[src/rtl/axi_dma_pkg.sv]
// Shared definitions for the DMA AXI write path: FSM state encoding,
// AXI burst/response constants and a ceil-log2 helper for AWSIZE.
package axi_dma_pkg;

  typedef enum logic [2:0] {
    ST_IDLE = 3'd0,
    ST_ADDR = 3'd1,
    ST_DATA = 3'd2,
    ST_RESP = 3'd3,
    ST_DONE = 3'd4
  } wr_state_t;

  localparam logic [1:0] AXI_BURST_INCR = 2'b01;
  localparam logic [1:0] AXI_RESP_OKAY  = 2'b00;
  localparam int         AXI_MAX_BURST  = 256;

  function automatic int clog2(input int value);
    int result;
    result = 0;
    for (int i = 0; i < 31; i++) begin
      if ((1 << i) < value) result = i + 1;
    end
    return result;
  endfunction

endpackage

[src/rtl/axi_dma_wr_skid.sv]
// Two-entry FIFO that absorbs the one-cycle data buffer latency so that
// W beats can stall on WREADY without losing prefetched words.
module axi_dma_wr_skid
  #(parameter int WIDTH = 32)
  (
  input  logic             clk,
  input  logic             rst,
  input  logic             push,
  input  logic             pop,
  input  logic [WIDTH-1:0] push_data,
  output logic [WIDTH-1:0] head_data,
  output logic [1:0]       count,
  output logic             empty,
  output logic             full
  );

  logic [WIDTH-1:0] mem [2];
  logic             wr_ptr;
  logic             rd_ptr;
  logic             do_push;
  logic             do_pop;

  assign empty     = (count == 2'd0);
  assign full      = (count == 2'd2);
  assign do_push   = push && !full;
  assign do_pop    = pop && !empty;
  assign head_data = mem[rd_ptr];

  // Storage, pointers and occupancy; reset flushes contents to zero
  always_ff @(posedge clk) begin
    if (rst) begin
      mem[0] <= '0;
      mem[1] <= '0;
      wr_ptr <= 1'b0;
      rd_ptr <= 1'b0;
      count  <= 2'd0;
    end else begin
      if (do_push) begin
        mem[wr_ptr] <= push_data;
        wr_ptr      <= ~wr_ptr;
      end
      if (do_pop) rd_ptr <= ~rd_ptr;
      case ({do_push, do_pop})
        2'b10:   count <= count + 2'd1;
        2'b01:   count <= count - 2'd1;
        default: count <= count;
      endcase
    end
  end

endmodule

[src/rtl/axi_dma_wr.sv]
// AXI4 INCR write-burst master fed by the DMA output data buffer.
// One burst per controller start pulse; words are prefetched into a small
// skid FIFO and streamed on W after the AW handshake. Optional feature:
// define AXI_DMA_WR_RESP_CHK_EN to latch non-OKAY BRESP into a sticky o_err.
module axi_dma_wr
  import axi_dma_pkg::*;
  #(
  parameter int AXI_WIDTH_AD = 32,
  parameter int AXI_WIDTH_DA = 32,
  parameter int BIT_TRANS    = 18
  )
  (
  input  logic                      clk,
  input  logic                      rst,
  input  logic                      i_ctrl_write,
  input  logic [AXI_WIDTH_AD-1:0]   i_write_addr,
  input  logic [BIT_TRANS-1:0]      i_num_trans,
  output logic                      o_indata_req_wr,
  input  logic [AXI_WIDTH_DA-1:0]   i_write_data,
  output logic                      o_write_done,
  output logic                      o_busy,
  output logic                      o_err,
  output logic [AXI_WIDTH_AD-1:0]   M_AXI_AWADDR,
  output logic [7:0]                M_AXI_AWLEN,
  output logic [2:0]                M_AXI_AWSIZE,
  output logic [1:0]                M_AXI_AWBURST,
  output logic                      M_AXI_AWVALID,
  input  logic                      M_AXI_AWREADY,
  output logic [AXI_WIDTH_DA-1:0]   M_AXI_WDATA,
  output logic [AXI_WIDTH_DA/8-1:0] M_AXI_WSTRB,
  output logic                      M_AXI_WLAST,
  output logic                      M_AXI_WVALID,
  input  logic                      M_AXI_WREADY,
  input  logic [1:0]                M_AXI_BRESP,
  input  logic                      M_AXI_BVALID,
  output logic                      M_AXI_BREADY
  );

  localparam int                   STRB_W  = AXI_WIDTH_DA / 8;
  localparam logic [2:0]           AW_SIZE = 3'(clog2(STRB_W));
  localparam logic [BIT_TRANS-1:0] ONE     = BIT_TRANS'(1);

  wr_state_t                 state;
  logic [AXI_WIDTH_AD-1:0]   addr_q;
  logic [7:0]                len_q;
  logic [BIT_TRANS-1:0]      num_q;
  logic [BIT_TRANS-1:0]      req_cnt;
  logic [BIT_TRANS-1:0]      beat_cnt;
  logic                      inflight;
  logic                      awvalid_q;
  logic                      bready_q;
  logic                      done_q;
  logic                      busy_q;

  logic [AXI_WIDTH_DA-1:0]   fifo_head;
  logic [1:0]                fifo_count;
  logic                      fifo_empty;
  logic                      skid_full_unused;

  logic                      wvalid;
  logic                      w_fire;
  logic                      last_beat;
  logic                      fetching;
  logic [2:0]                level;
  logic                      room;
  logic                      req;

  assign wvalid    = (state == ST_DATA) && !fifo_empty;
  assign w_fire    = wvalid && M_AXI_WREADY;
  assign last_beat = (beat_cnt == (num_q - ONE));
  assign fetching  = (state == ST_ADDR) || (state == ST_DATA);
  assign level     = {1'b0, fifo_count} + {2'b00, inflight};
  assign room      = level < (3'd2 + {2'b00, w_fire});
  assign req       = fetching && (req_cnt < num_q) && room;

  assign o_indata_req_wr = req;
  assign o_write_done    = done_q;
  assign o_busy          = busy_q;

  assign M_AXI_AWADDR  = addr_q;
  assign M_AXI_AWLEN   = len_q;
  assign M_AXI_AWSIZE  = awvalid_q ? AW_SIZE : 3'd0;
  assign M_AXI_AWBURST = awvalid_q ? AXI_BURST_INCR : 2'b00;
  assign M_AXI_AWVALID = awvalid_q;
  assign M_AXI_WDATA   = fifo_head;
  assign M_AXI_WSTRB   = {STRB_W{wvalid}};
  assign M_AXI_WLAST   = wvalid && last_beat;
  assign M_AXI_WVALID  = wvalid;
  assign M_AXI_BREADY  = bready_q;

  axi_dma_wr_skid #(.WIDTH(AXI_WIDTH_DA)) u_skid (
    .clk       (clk),
    .rst       (rst),
    .push      (inflight),
    .pop       (w_fire),
    .push_data (i_write_data),
    .head_data (fifo_head),
    .count     (fifo_count),
    .empty     (fifo_empty),
    .full      (skid_full_unused)
  );

  // Prefetch bookkeeping: track issued requests and the word arriving next cycle
  always_ff @(posedge clk) begin
    if (rst) begin
      inflight <= 1'b0;
      req_cnt  <= '0;
    end else begin
      inflight <= req;
      if (state == ST_IDLE) req_cnt <= '0;
      else if (req)         req_cnt <= req_cnt + ONE;
    end
  end

  // Burst sequencer with registered AW/B handshake and status outputs
  always_ff @(posedge clk) begin
    if (rst) begin
      state     <= ST_IDLE;
      addr_q    <= '0;
      len_q     <= 8'd0;
      num_q     <= '0;
      beat_cnt  <= '0;
      awvalid_q <= 1'b0;
      bready_q  <= 1'b0;
      done_q    <= 1'b0;
      busy_q    <= 1'b0;
    end else begin
      case (state)
        ST_IDLE: begin
          done_q <= 1'b0;
          if (i_ctrl_write) begin
            busy_q   <= 1'b1;
            beat_cnt <= '0;
            if (i_num_trans != '0) begin
              addr_q    <= i_write_addr;
              len_q     <= i_num_trans[7:0] - 8'd1;
              num_q     <= i_num_trans;
              awvalid_q <= 1'b1;
              state     <= ST_ADDR;
            end else begin
              num_q  <= '0;
              done_q <= 1'b1;
              state  <= ST_DONE;
            end
          end
        end
        ST_ADDR: begin
          if (M_AXI_AWREADY) begin
            awvalid_q <= 1'b0;
            state     <= ST_DATA;
          end
        end
        ST_DATA: begin
          if (w_fire) begin
            beat_cnt <= beat_cnt + ONE;
            if (last_beat) begin
              bready_q <= 1'b1;
              state    <= ST_RESP;
            end
          end
        end
        ST_RESP: begin
          if (M_AXI_BVALID) begin
            bready_q <= 1'b0;
            done_q   <= 1'b1;
            state    <= ST_DONE;
          end
        end
        ST_DONE: begin
          done_q <= 1'b0;
          busy_q <= 1'b0;
          state  <= ST_IDLE;
        end
        default: state <= ST_IDLE;
      endcase
    end
  end

`ifdef AXI_DMA_WR_RESP_CHK_EN
  logic err_q;

  // Sticky response error: set by a non-OKAY B, cleared by the next accepted start
  always_ff @(posedge clk) begin
    if (rst) begin
      err_q <= 1'b0;
    end else if ((state == ST_IDLE) && i_ctrl_write) begin
      err_q <= 1'b0;
    end else if ((state == ST_RESP) && M_AXI_BVALID && (M_AXI_BRESP != AXI_RESP_OKAY)) begin
      err_q <= 1'b1;
    end
  end

  assign o_err = err_q;
`else
  logic bresp_unused;
  assign bresp_unused = ^M_AXI_BRESP;
  assign o_err = 1'b0;
`endif

endmodule

[config.mk]
export PLATFORM = sky130hd
export DESIGN_NAME = axi_dma_wr
export DESIGN_NICKNAME = d
export VERILOG_FILES = /design/src/rtl/axi_dma_pkg.sv /design/src/rtl/axi_dma_wr_skid.sv /design/src/rtl/axi_dma_wr.sv
export SDC_FILE = /design/constraint.sdc
export NUM_CORES = 1
export LEC_CHECK = 0
export ABC_AREA = 1
export BUFFER_PORTS_ARGS = -buffer_cell sky130_fd_sc_hd__buf_2
export CAP_MARGIN = 20
export CORE_UTILIZATION = 37
export DETAILED_ROUTE_END_ITERATION = 8
export PLACE_DENSITY = 0.55
export SETUP_SLACK_MARGIN = 0.15
export SLEW_MARGIN = 20
export SYNTH_ARGS = -nofsm -noshare
export SYNTH_HDL_FRONTEND = slang
export SYNTH_SLANG_ARGS = --single-unit
[constraint.sdc]
create_clock -name clk -period 5.7 [get_ports clk]
set_input_delay 0.57 -clock clk [delete_from_list [all_inputs] [get_ports clk]]
set_output_delay 0.57 -clock clk [all_outputs]
set_load 0.01 [all_outputs]
Word level (Yosys, flattened, before mapping). Memory sizes are Yosys's and may differ from the RTL's. A register that Yosys moved wholly into a read port is not among the register bits. Index checks and enable logic that the tools add are counted.

Equality and inequality tests: 14. $lt $le $gt $ge: 2. Add/subtract/negate cells: 8. Reductions and logical operators: 29. Mux-type cells: 38. Bitwise logic cells: 2.

Operator list (number): $mux W18 (3); $add A18 B1 Y18 const B (2); $pmux W18 S2 (1); $mux W32 (1); $reduce_or A32 Y1 (1); $mux W1 (20); $eq A18 B18 Y1 (1); $lt A18 B18 Y1 (1); $mux W3 (6); $reduce_bool A18 Y1 (1); $sub A18 B1 Y18 const B (1); $pmux W3 S4 (1); $reduce_bool A2 Y1 (5); $ne A2 B2 Y1 const B (4); $reduce_and A4 Y1 (2); $sub A8 B1 Y8 const B (1); $logic_and A1 B1 Y1 (7); $eq A3 B2 Y1 const B (2); $pmux W1 S2 (3); $reduce_and A2 Y1 (3); $reduce_and A3 Y1 (2); $reduce_and A5 Y1 (1); $eq A2 B2 Y1 const B (2); $ne A2 B1 Y1 const B (2); other kinds (18) (20).

Memories: 1. Bits in registers: 106. Bits of input ports: 90. Bits in writable memories: 64. Output and inout bits: 89.

Memory list: u_skid.mem (depth 2, width 32, rd ports 1, clocked after memory_dff 1, write ports 2, line axi_dma_wr_skid.sv:17) `logic [WIDTH-1:0] mem [2];`.

Logic depth before layout (Yosys ltp). Gate-level depths: netlist (run 1).

Word-level depth: 8. Gate-level depth with buffers: 17.

Cells and area by module. A second synthesis (run 1) with hierarchy kept.

Cell total of the unflattened synthesis: 1110. Area, all modules: 8923.6 um^2.

Modules (own cells, without submodules): axi_dma_wr (area an instance 5814.3 um^2, cells an instance 868, times used 1); axi_dma_wr_skid (area an instance 3109.2 um^2, cells an instance 242, times used 1).

Worst setup path before layout (run 1). No wires, ideal clock.

Path kind: input port to flip-flop. From: in rst. To: mem u_skid.mem[0][0] (enable). Setup time: 0.478 ns. Arrival time: 1.942 ns. Slack: 3.281 ns. Required time: 5.222 ns. Stages: 5. Path through: clkbuf_1 -> inv_1 -> nand2_1 -> clkbuf_1 -> nand2_1.

RTL lines: start: declaration (line axi_dma_wr.sv:14) `input logic rst,`; end: declaration (line axi_dma_wr_skid.sv:17).

Worst setup path in the final report (run 1).
From: reg num_q[11]. To: out o_indata_req_wr.

Cells in the longest elaborated chain, start to end: 3.

Ends and longest elaborated chain: start: declaration (line axi_dma_wr.sv:46) `logic [BIT_TRANS-1:0] num_q;`; start signal: assignment (line axi_dma_wr.sv:137) `num_q <= i_num_trans;`; $lt A18 B18 Y1 (line axi_dma_wr.sv:74) `assign req = fetching && (req_cnt < num_q) && room;`; $logic_and A1 B1 Y1 (2 in series) (line axi_dma_wr.sv:74); end: declaration (line axi_dma_wr.sv:18) `output logic o_indata_req_wr,`.

No other way between the ends.

==> results of run 1 <==
how the worst min path moves through the flow:
stage,startpoint,to,cells after the start,slack [ns]
2_1_floorplan,u_skid.count[1],u_skid.count[1],1,0.46
3_3_place_gp,M_AXI_BREADY,M_AXI_BREADY,2,0.43
3_5_place_dp,M_AXI_BREADY,M_AXI_BREADY,2,0.44
4_1_cts,i_write_addr[24],M_AXI_AWADDR[24],3,0.36
5_1_grt,i_write_addr[21],M_AXI_AWADDR[21],3,0.37
6_report,i_write_addr[24],M_AXI_AWADDR[24],3,0.38
layout make-up:
class	instances	area, um^2
Antenna cell	1	2.50
Multi-Input combinational cell	759	4050
Clock buffer	17	425
Clock inverter	15	200
Sequential cell	171	4060
Fill cell	2434	12900
Inverter	124	465
Tap cell	319	399
Timing Repair Buffer	180	921
power groups by stage:
stage               logic, mW  clock network (mW)  registers [mW]
finish                   1.39                1.22            1.59
global route             1.59                1.31            1.62
CTS                      1.41                1.26            1.59
detailed placement       1.41                   0            1.62
global placement         1.40                   0            1.62
floorplan               0.988                   0            1.63
cells in the mapped netlist (all sizes together), types with 2 or more instances:
library cell  instances
edfxtp               64
nor3                 22
xnor2                12
dfxtp               107
a21oi                70
nand3                47
o21ai                65
nand2               199
nand3b                4
ha                   25
inv                 123
nand4                23
nor3b                 2
nor4                  7
buf                  25
mux2                 32
o211ai                2
clkbuf               25
nor2                212
xor2                 23
o21a                  2
worst max-delay path, cell delays in order, from the launching register on:
cell and delay [ns]:
dfxtp_1 0.46, inv_1 0.11, ha_1 0.32, nand2_1 0.07, inv_1 0.03, o21ai_0 0.13, a21oi_1 0.08, nor2_1 0.15
nand4_1 0.16, nor2_4 0.49, buf_2 0.24
registers in the layout, summed over array words and instances (netlist names), named ones only:
register       cells
o_write_done       1
u_skid.wr_ptr      1
u_skid.count       2
o_busy             1
u_skid.mem        64
beat_cnt          18
M_AXI_AWLEN        8
state              3
M_AXI_AWVALID      1
inflight           1
u_skid.rd_ptr      1
req_cnt           18
M_AXI_AWADDR      32
num_q             18
M_AXI_BREADY       1
placed cells by master, fill, tap and decap left out, types with 4 or more instances in the layout:
cell	n
buf_2	172
o21ai_0	63
nand4_1	23
clkbuf_16	17
conb_1	4
nor3_1	17
inv_8	4
nor2_4	4
ha_1	25
inv_2	4
xor2_1	23
nor2_1	201
nand3b_1	4
dfxtp_1	107
mux2_2	32
xnor2_1	12
nor2_2	6
buf_4	8
nand2_1	193
a21oi_1	70
nor4_1	7
nor3_2	4
inv_1	119
nand3_1	42
edfxtp_1	64
stage by stage:
step / utilization [%] / total power, mW / instance area, um^2 / setup WS, ns / hold WS (ns)
after floorplan: - / 2.62 / 8840 / 3.28 / 0.459
after global placement: 42.3 / 3.01 / 9900 / 2.70 / 0.435
after detailed placement: 42.3 / 3.03 / 9900 / 2.64 / 0.436
after CTS: 45.0 / 4.26 / 10500 / 2.42 / 0.362
after global routing: 45.0 / 4.51 / 10500 / 2.21 / 0.375
final: 45.0 / 4.21 / 10500 / 2.45 / 0.383
layer usage:
| metal | global-route usage, % | vias up |
|---|---|---|
| li1 | - | 3891 |
| met2 | 29.7 | 190 |
| met3 | 4.87 | 16 |
| met1 | 24.3 | 3494 |
| met4 | 5.28 | 0 |
| met5 | 0 | - |
logic make-up after synthesis:
group / Yosys count
AOI/OAI and AO/OA: 144
muxes: 32
other: 1
DFF: 171
xor gates and xnor gates: 35
buffers and inverters: 174
adders and majority gates: 25
and+or+nand+nor: 519
==> results.toml, run 1 <==
[yosys]
synth-seq-cells = 171
syn_area_per_cell_um2 = 8.02
synth_edf_count = 64
synth_top_family_by_area = "simple AND/OR/NAND/NOR gates"
yosys.area_share.simple_pct = 26.2
synth_compound_area_share_pct = 8.39
yosys.area_share.xor_xnor_pct = 3.47
synth_top_area_share_pct = 24.3
async_flop_share_pct = 0
ys.flop_type = "dfxtp_1"
syn_inst = 1101
ys.warnings.count = 0
seq_area_frac_synth_pct = 46.0
synth_cell_types = 47
synth_area_leader_cell = "dfxtp_1"
synthMuxAreaShare_pct = 4.08
synthesis.area_um2 = 8830
synthAdderAreaFrac_pct = 3.54
synthTopCellsByArea = "dfxtp_1 (24%), edfxtp_1 (22%), nor2_1 (8.5%)"

[clock_network]
clock_path_buffers = 2
cts_tree = "done"
ctsHoldBuffers = 0
cts_made_buffers = 17
clk_pin_slew_ns = 0.08
cts_max_level = 4
cts_resized = 0
cts_setup_buffers = 0
insertion_delay_ns = 0.43
root_buffer = "clkbuf_16"
cts.sinks = 171

[hold_path]
hold_path_class = "primary input to flop"

[routing]
wl_mm = 22.1
drt-initial-drc-count = 502
route.detailed.drc = 0
drt-met1-wl_mm = 10.6
wl_met3_mm = 1.33
antenna_left = 0
highest-signal-layer = "met4"
wl_met2_mm = 9.84
wl_per_cell_um = 13.9
vias = 7591
drt_first_pass_iters = 5
avgViaCountPerCell = 4.79

[setup_path]
cp.arrival_ns = 2.68
r2r_slack_ns = 2.89
crit_path_start_kind = "flop"
startpoint = "num_q[11]"
rr_worst_depth = 11
reg2reg_to = "M_AXI_AWLEN[7]"
critPathMaxFanout = 27
crit_end = "o_indata_req_wr"
worst_setup_path_end_kind = "output port"
crit_type = "flop to output port"
critPathRequiredTime_ns = 5.13
worstReg2RegStart = "state[0]"

[power]
switching_power_mw = 1.62
intPower_mw = 2.59
power.leakage_nw = 4.76
power_density_nw_per_um2 = 400
p_sw_share_pct = 38.5
ir_drop_uv = 230
pwr-share-seq_pct = 37.8
p_clk_share_pct = 29.1
comb_power_share_pct = 33.1

[timing]
fin_tns_setup_ns = 0
hold_viol_final = 0
rsz0062_at_grt = "no"
fin_crit_ns = 3.25
relSlewSlack_pct = 54.7
fin_skew_ns = 0.0153
maxSlewViolCount = 0
setup_viol = 0
period_share_pct = 57.0
tightest_slew_ns = 0.679
max_freq_mhz = 308

[place]
port_buffers = 172
dp_cells = 1553
gp_congestion = 0.842
dpl.hpwl_mm = 15.9

[floorplan]
rows = 56
chipHeight_um = 156
die_w_um = 156
start_util_pct = 37.7
dieArea_um2 = 24500
coreArea_um2 = 23400
pin_count = 179

[global_route]
grt_start_max_net_pins = 51
antenna_found_initial = 1
grt_pass1_vias = 6908
grt_pass1_wl_mm = 35.2
grt_usage_pct = 18.5
overflow = 0

[layout]
drive_gt1_share_pct = 21.8
finalNonFillerCells = 1586
layout.nets = 1368
syn_to_final_growth_pct = 19.2

[outcome]
status = "completed"

[run]
drv_cap = 0
No activity file was read; power rests on OpenSTA's default activity.
==> inputs of run 2 (changes only) <==
- clock period: 5.7 -> 3.1 ns (I/O delays scaled with it)
==> run 2 against run 1 <==
Effect of this change:
- design area increased by 0.94%
- highest routed layer is now met5
- sequential power increased by 84%
- wire length increased by 0.38%
- final cell count increased by 0.63%
- non-clock buffer count increased by 10
- critical endpoint unchanged
==> results.toml, run 2 (same netlist as run 1, synthesis figures left out) <==
[floorplan]
coreArea_um2 = 23400
die_w_um = 156
dieArea_um2 = 24500
pin_count = 179
start_util_pct = 37.7
chipHeight_um = 156
rows = 56

[layout]
final_cell_mix = "nor2_1 (201), nand2_1 (192), buf_2 (172)"
layout_commonest_cell = "nor2_1"
syn_to_final_growth_pct = 20.4
utilization_pct = 45.4
drive_gt1_share_pct = 22.9
largest_reg_flops = 64
regMostFlops = "u_skid.mem"
antennaDiodeCount = 0
layout.nets = 1379

[timing]
hold_viol_final = 0
setup_ws_ns = 0.325
maxSlewViolCount = 0
tightest_slew_ns = 0.522
fin_skew_ns = 0.0135
rsz0062_at_grt = "yes"
fin_crit_ns = 2.78
period_share_pct = 89.5
max_freq_mhz = 360
relSlewSlack_pct = 64.9
fin_tns_setup_ns = 0
setup_viol = 0

[run]
drv_cap = 0

[setup_path]
worst_setup_path_end_kind = "output port"
crit_path_start_kind = "flop"
critPathMaxFanout = 6
r2r_slack_ns = 0.69
cp.arrival_ns = 2.47
critPathRequiredTime_ns = 2.79
crit_type = "flop to output port"

[global_route]
antenna_found_initial = 1
overflow = 0
grt_pass1_vias = 6993
grt_start_max_net_pins = 46
grt_pass1_wl_mm = 35.5
grt_usage_pct = 18.6

[routing]
avgViaCountPerCell = 4.74
wl_per_cell_um = 13.9
wl_mm = 22.2
drt_first_pass_iters = 4
route.detailed.drc = 0
antenna_left = 0
drt-initial-drc-count = 424
vias = 7570

[power]
power_density_nw_per_um2 = 742
p_clk_share_pct = 28.5
pwr-share-seq_pct = 37.1
p_sw_share_pct = 38.2
switching_power_mw = 3.01
ir_drop_uv = 377
intPower_mw = 4.87
comb_power_share_pct = 34.4
power.leakage_nw = 4.82

[place]
dp_slack_ns = 0.629
gp_congestion = 0.862
dpl.hpwl_mm = 16.1
port_buffers = 172

[clock_network]
cts.sinks = 171
clk_pin_slew_ns = 0.08
root_buffer = "clkbuf_16"
clock_path_buffers = 2
cts_made_buffers = 17
cts_max_level = 4
insertion_delay_ns = 0.44
cts_tree = "done"
ctsHoldBuffers = 0

[hold_path]
hold_path_class = "primary input to flop"

[outcome]
status = "completed"
==> run 2: power groups by stage <==
stage                     registers (mW)  logic, mW  clock network, mW
after global placement              2.97       2.60                  0
after global routing                2.98       3.10               2.39
after detailed placement            2.98       2.62                  0
final                               2.93       2.72               2.24
after floorplan                     3.00       1.82                  0
after CTS                           2.93       2.63               2.31
==> run 2: final timing paths <==
path / start / endpoint / depth (start not counted)
min: i_write_addr[22] / M_AXI_AWADDR[22] / 3
max: num_q[15] / o_indata_req_wr / 11
max reg2reg: num_q[15] / req_cnt[5] / 14
min reg2reg: M_AXI_BREADY / M_AXI_BREADY / 2
==> run 2: layer usage <==
metal / global-route usage, % / routed length [um] / vias to the layer above
met3: 4.60 / 1170 / 20
met2: 30.3 / 10100 / 172
met1: 24.4 / 10600 / 3465
li1: - / - / 3911
met5: 0 / 13 / -
met4: 5.37 / 295 / 2
==> run 2: stage by stage <==
step	cells	area [um^2]	hold slack, ns	power, mW
6_report	1596	10600	0.117	7.89
5_1_grt	1596	10600	0.117	8.47
4_1_cts	1590	10600	0.103	7.87
3_5_place_dp	1558	9930	0.436	5.59
3_3_place_gp	1558	9930	0.434	5.56
2_1_floorplan	1104	8840	0.454	4.82
==> run 2: layout make-up <==
cell class / instances / area (um^2)
Multi-Input combinational cell: 760 / 4070
Fill cell: 2414 / 12800
Inverter: 124 / 465
Timing Repair Buffer: 190 / 996
Clock inverter: 15 / 203
Sequential cell: 171 / 4070
Clock buffer: 17 / 425
Tap cell: 319 / 399
==> run 2: repair_timing <==
item / in CTS / in global routing
endpoints found under the setup margin: 0 / 2
buffers inserted: 0 / 5
resized for setup: 0 / 7
==> run 2: critical path: stages, from the launching register on <==
cell	delay (ns)
dfxtp_1	0.45
inv_1	0.07
ha_1	0.31
nand2_1	0.07
inv_1	0.03
o21ai_0	0.14
nand2_1	0.07
nor2_1	0.17
nand4_1	0.19
nor2_4	0.24
buf_4	0.17
buf_2	0.13
==> inputs of run 3 (changes only) <==
- PLACE_DENSITY: 0.55 -> not set
- PLACE_DENSITY_LB_ADDON: not set -> 0.2
- clock period: 3.1 -> 3 ns (I/O delays scaled with it)
==> run 3 against run 2 <==
Effect of this change:
- register-to-register slack hardly changed
- non-clock buffer count stayed put
- design area is essentially flat
- flip-flop and latch count stayed put
- die area stayed put
- worst setup slack worse by 0.048 ns
- sequential power is 3% higher
- clock-buffer cell count stayed put
- combinational power up 3%
- clock skew rose by 0.00097 ns
- global-route usage is essentially flat
- critical endpoint is now M_AXI_WLAST
- largest cell class unchanged
==> results.toml, run 3 (same netlist as run 1, synthesis figures left out) <==
[outcome]
status = "completed"

[layout]
drive_gt1_share_pct = 23.0
utilization_pct = 45.4
final_cell_mix = "nor2_1 (201), nand2_1 (192), buf_2 (172)"
fillCellCount = 2429
fin_area_um2 = 10600
layout_commonest_cell = "nor2_1"
syn_to_final_growth_pct = 20.4
antennaDiodeCount = 0
finalNonFillerCells = 1595
largest_reg_flops = 64
regMostFlops = "u_skid.mem"
layout.nets = 1378

[power]
intPower_mw = 4.98
p_clk_share_pct = 28.5
switching_power_mw = 3.15
pwr-share-seq_pct = 37.2
power_density_nw_per_um2 = 765
ir_drop_uv = 426
comb_power_share_pct = 34.3
p_total_mw = 8.13
power.leakage_nw = 4.82
p_sw_share_pct = 38.7

[timing]
max_freq_mhz = 367
hold_slack_ns = 0.0814
period_share_pct = 90.8
fin_tns_setup_ns = 0
hold_viol_final = 0
relSlewSlack_pct = 62.2
rsz0062_at_grt = "yes"
setup_ws_ns = 0.277
tightest_slew_ns = 0.561
maxSlewViolCount = 0
fin_crit_ns = 2.72
setup_viol = 0
fin_skew_ns = 0.0144

[routing]
antenna_left = 0
wl_per_cell_um = 13.7
vias = 7558
drt_first_pass_iters = 4
route.detailed.drc = 0
avgViaCountPerCell = 4.74
wl_mm = 21.9
drt-initial-drc-count = 403

[setup_path]
crit_type = "flop to output port"
cpPeakStageDelay_ns = 0.35
cp_slowest_cell = "dfxtp_2"
critPathRequiredTime_ns = 2.70
cp_common_cell = "nand4_1"
crit_end = "M_AXI_WLAST"
worstReg2RegStart = "num_q[11]"
crit_path_start_kind = "flop"
r2r_slack_ns = 0.68
reg2reg_to = "req_cnt[2]"
cp.arrival_ns = 2.42
worst_setup_path_end_kind = "output port"
worstPathCellList = "inv_2 -> ha_2 -> xnor2_1 -> a21oi_1 -> nand4_1 -> nor3_2 -> nand4_1 -> nor3b_1 -> buf_2"
startpoint = "num_q[0]"
critPathMaxFanout = 7
rr_worst_depth = 12

[place]
dpl_cell_area_um2 = 9950
dp_slack_ns = 0.538
dpl.hpwl_mm = 16.0
dp_cells = 1560
port_buffers = 172
gp_congestion = 0.850

[floorplan]
rows = 56
dieArea_um2 = 24500
start_util_pct = 37.7
pin_count = 179
die_w_um = 156
chipHeight_um = 156
coreArea_um2 = 23400

[clock_network]
cts_max_level = 4
clock_path_buffers = 2
cts_made_buffers = 17
ctsHoldBuffers = 0
cts_tree = "done"
cts.sinks = 171
root_buffer = "clkbuf_16"
insertion_delay_ns = 0.44
clk_pin_slew_ns = 0.08

[global_route]
grt_pass1_vias = 7122
grt_pass1_wl_mm = 35.4
grt_start_max_net_pins = 49
grt_usage_pct = 18.6
overflow = 0
antenna_found_initial = 0

[run]
drv_cap = 0

[hold_path]
hold_path_class = "primary input to flop"
[run 3: changes by cell type in the layout (fill, tap and decap cells not counted), sizes merged]
cell / delta
bufinv: -1
nor2: -1
inv: +4
clkinv: -3
[run 3: worst max-delay path, delay by kind of cell (launching register included)]
family	cells	cell delay, ns
compound gates	1	0.24
xor+xnor	1	0.12
fa+ha+maj	1	0.29
buf+inv	2	0.28
flops	1	0.35
simple gates	4	0.72
[run 3: layout make-up]
type                    instances  area, um^2  area share, %
clock inverters                15         201           1.90
inverters                     124         465           4.38
multi-input cells             759        4080           38.3
repair buffers                190         996           9.37
clock buffers                  17         425           4.00
flip-flops and latches        171        4070           38.3
well taps                     319         399           3.76
[run 3: worst min path at each step]
| stage | startpoint | to | slack [ns] | depth (start not counted) |
|---|---|---|---|---|
| 6_report | rst | u_skid.rd_ptr | 0.08 | 2 |
| 5_1_grt | rst | u_skid.rd_ptr | 0.09 | 2 |
| 4_1_cts | rst | flop | 0.07 | 2 |
| 3_5_place_dp | M_AXI_BREADY | M_AXI_BREADY | 0.44 | 2 |
| 3_3_place_gp | M_AXI_BREADY | M_AXI_BREADY | 0.44 | 2 |
| 2_1_floorplan | i_num_trans[1] | num_q[1] | 0.44 | 2 |
[run 3: timing repair]
action | CTS | global route
setup endpoints to repair | 1 | 2
resized for setup | 1 | 8
setup buffers | 0 | 3
pin swaps | 0 | 1
[run 3: per-layer routing]
| layer | wire length, um | GRT usage [%] | vias to the layer above |
|---|---|---|---|
| li1 | - | - | 3899 |
| met1 | 10400 | 24.2 | 3445 |
| met2 | 10100 | 30.9 | 194 |
| met3 | 1070 | 3.88 | 20 |
| met4 | 313 | 5.79 | 0 |
| met5 | 0 | 0 | - |
[run 3: power by group through the flow]
stage	clock [mW]	sequential [mW]	combinational, mW
after floorplan	0	3.10	1.88
after global placement	0	3.06	2.72
after detailed placement	0	3.08	2.73
after CTS	2.39	3.03	2.74
after global routing	2.48	3.08	3.17
final	2.32	3.03	2.79
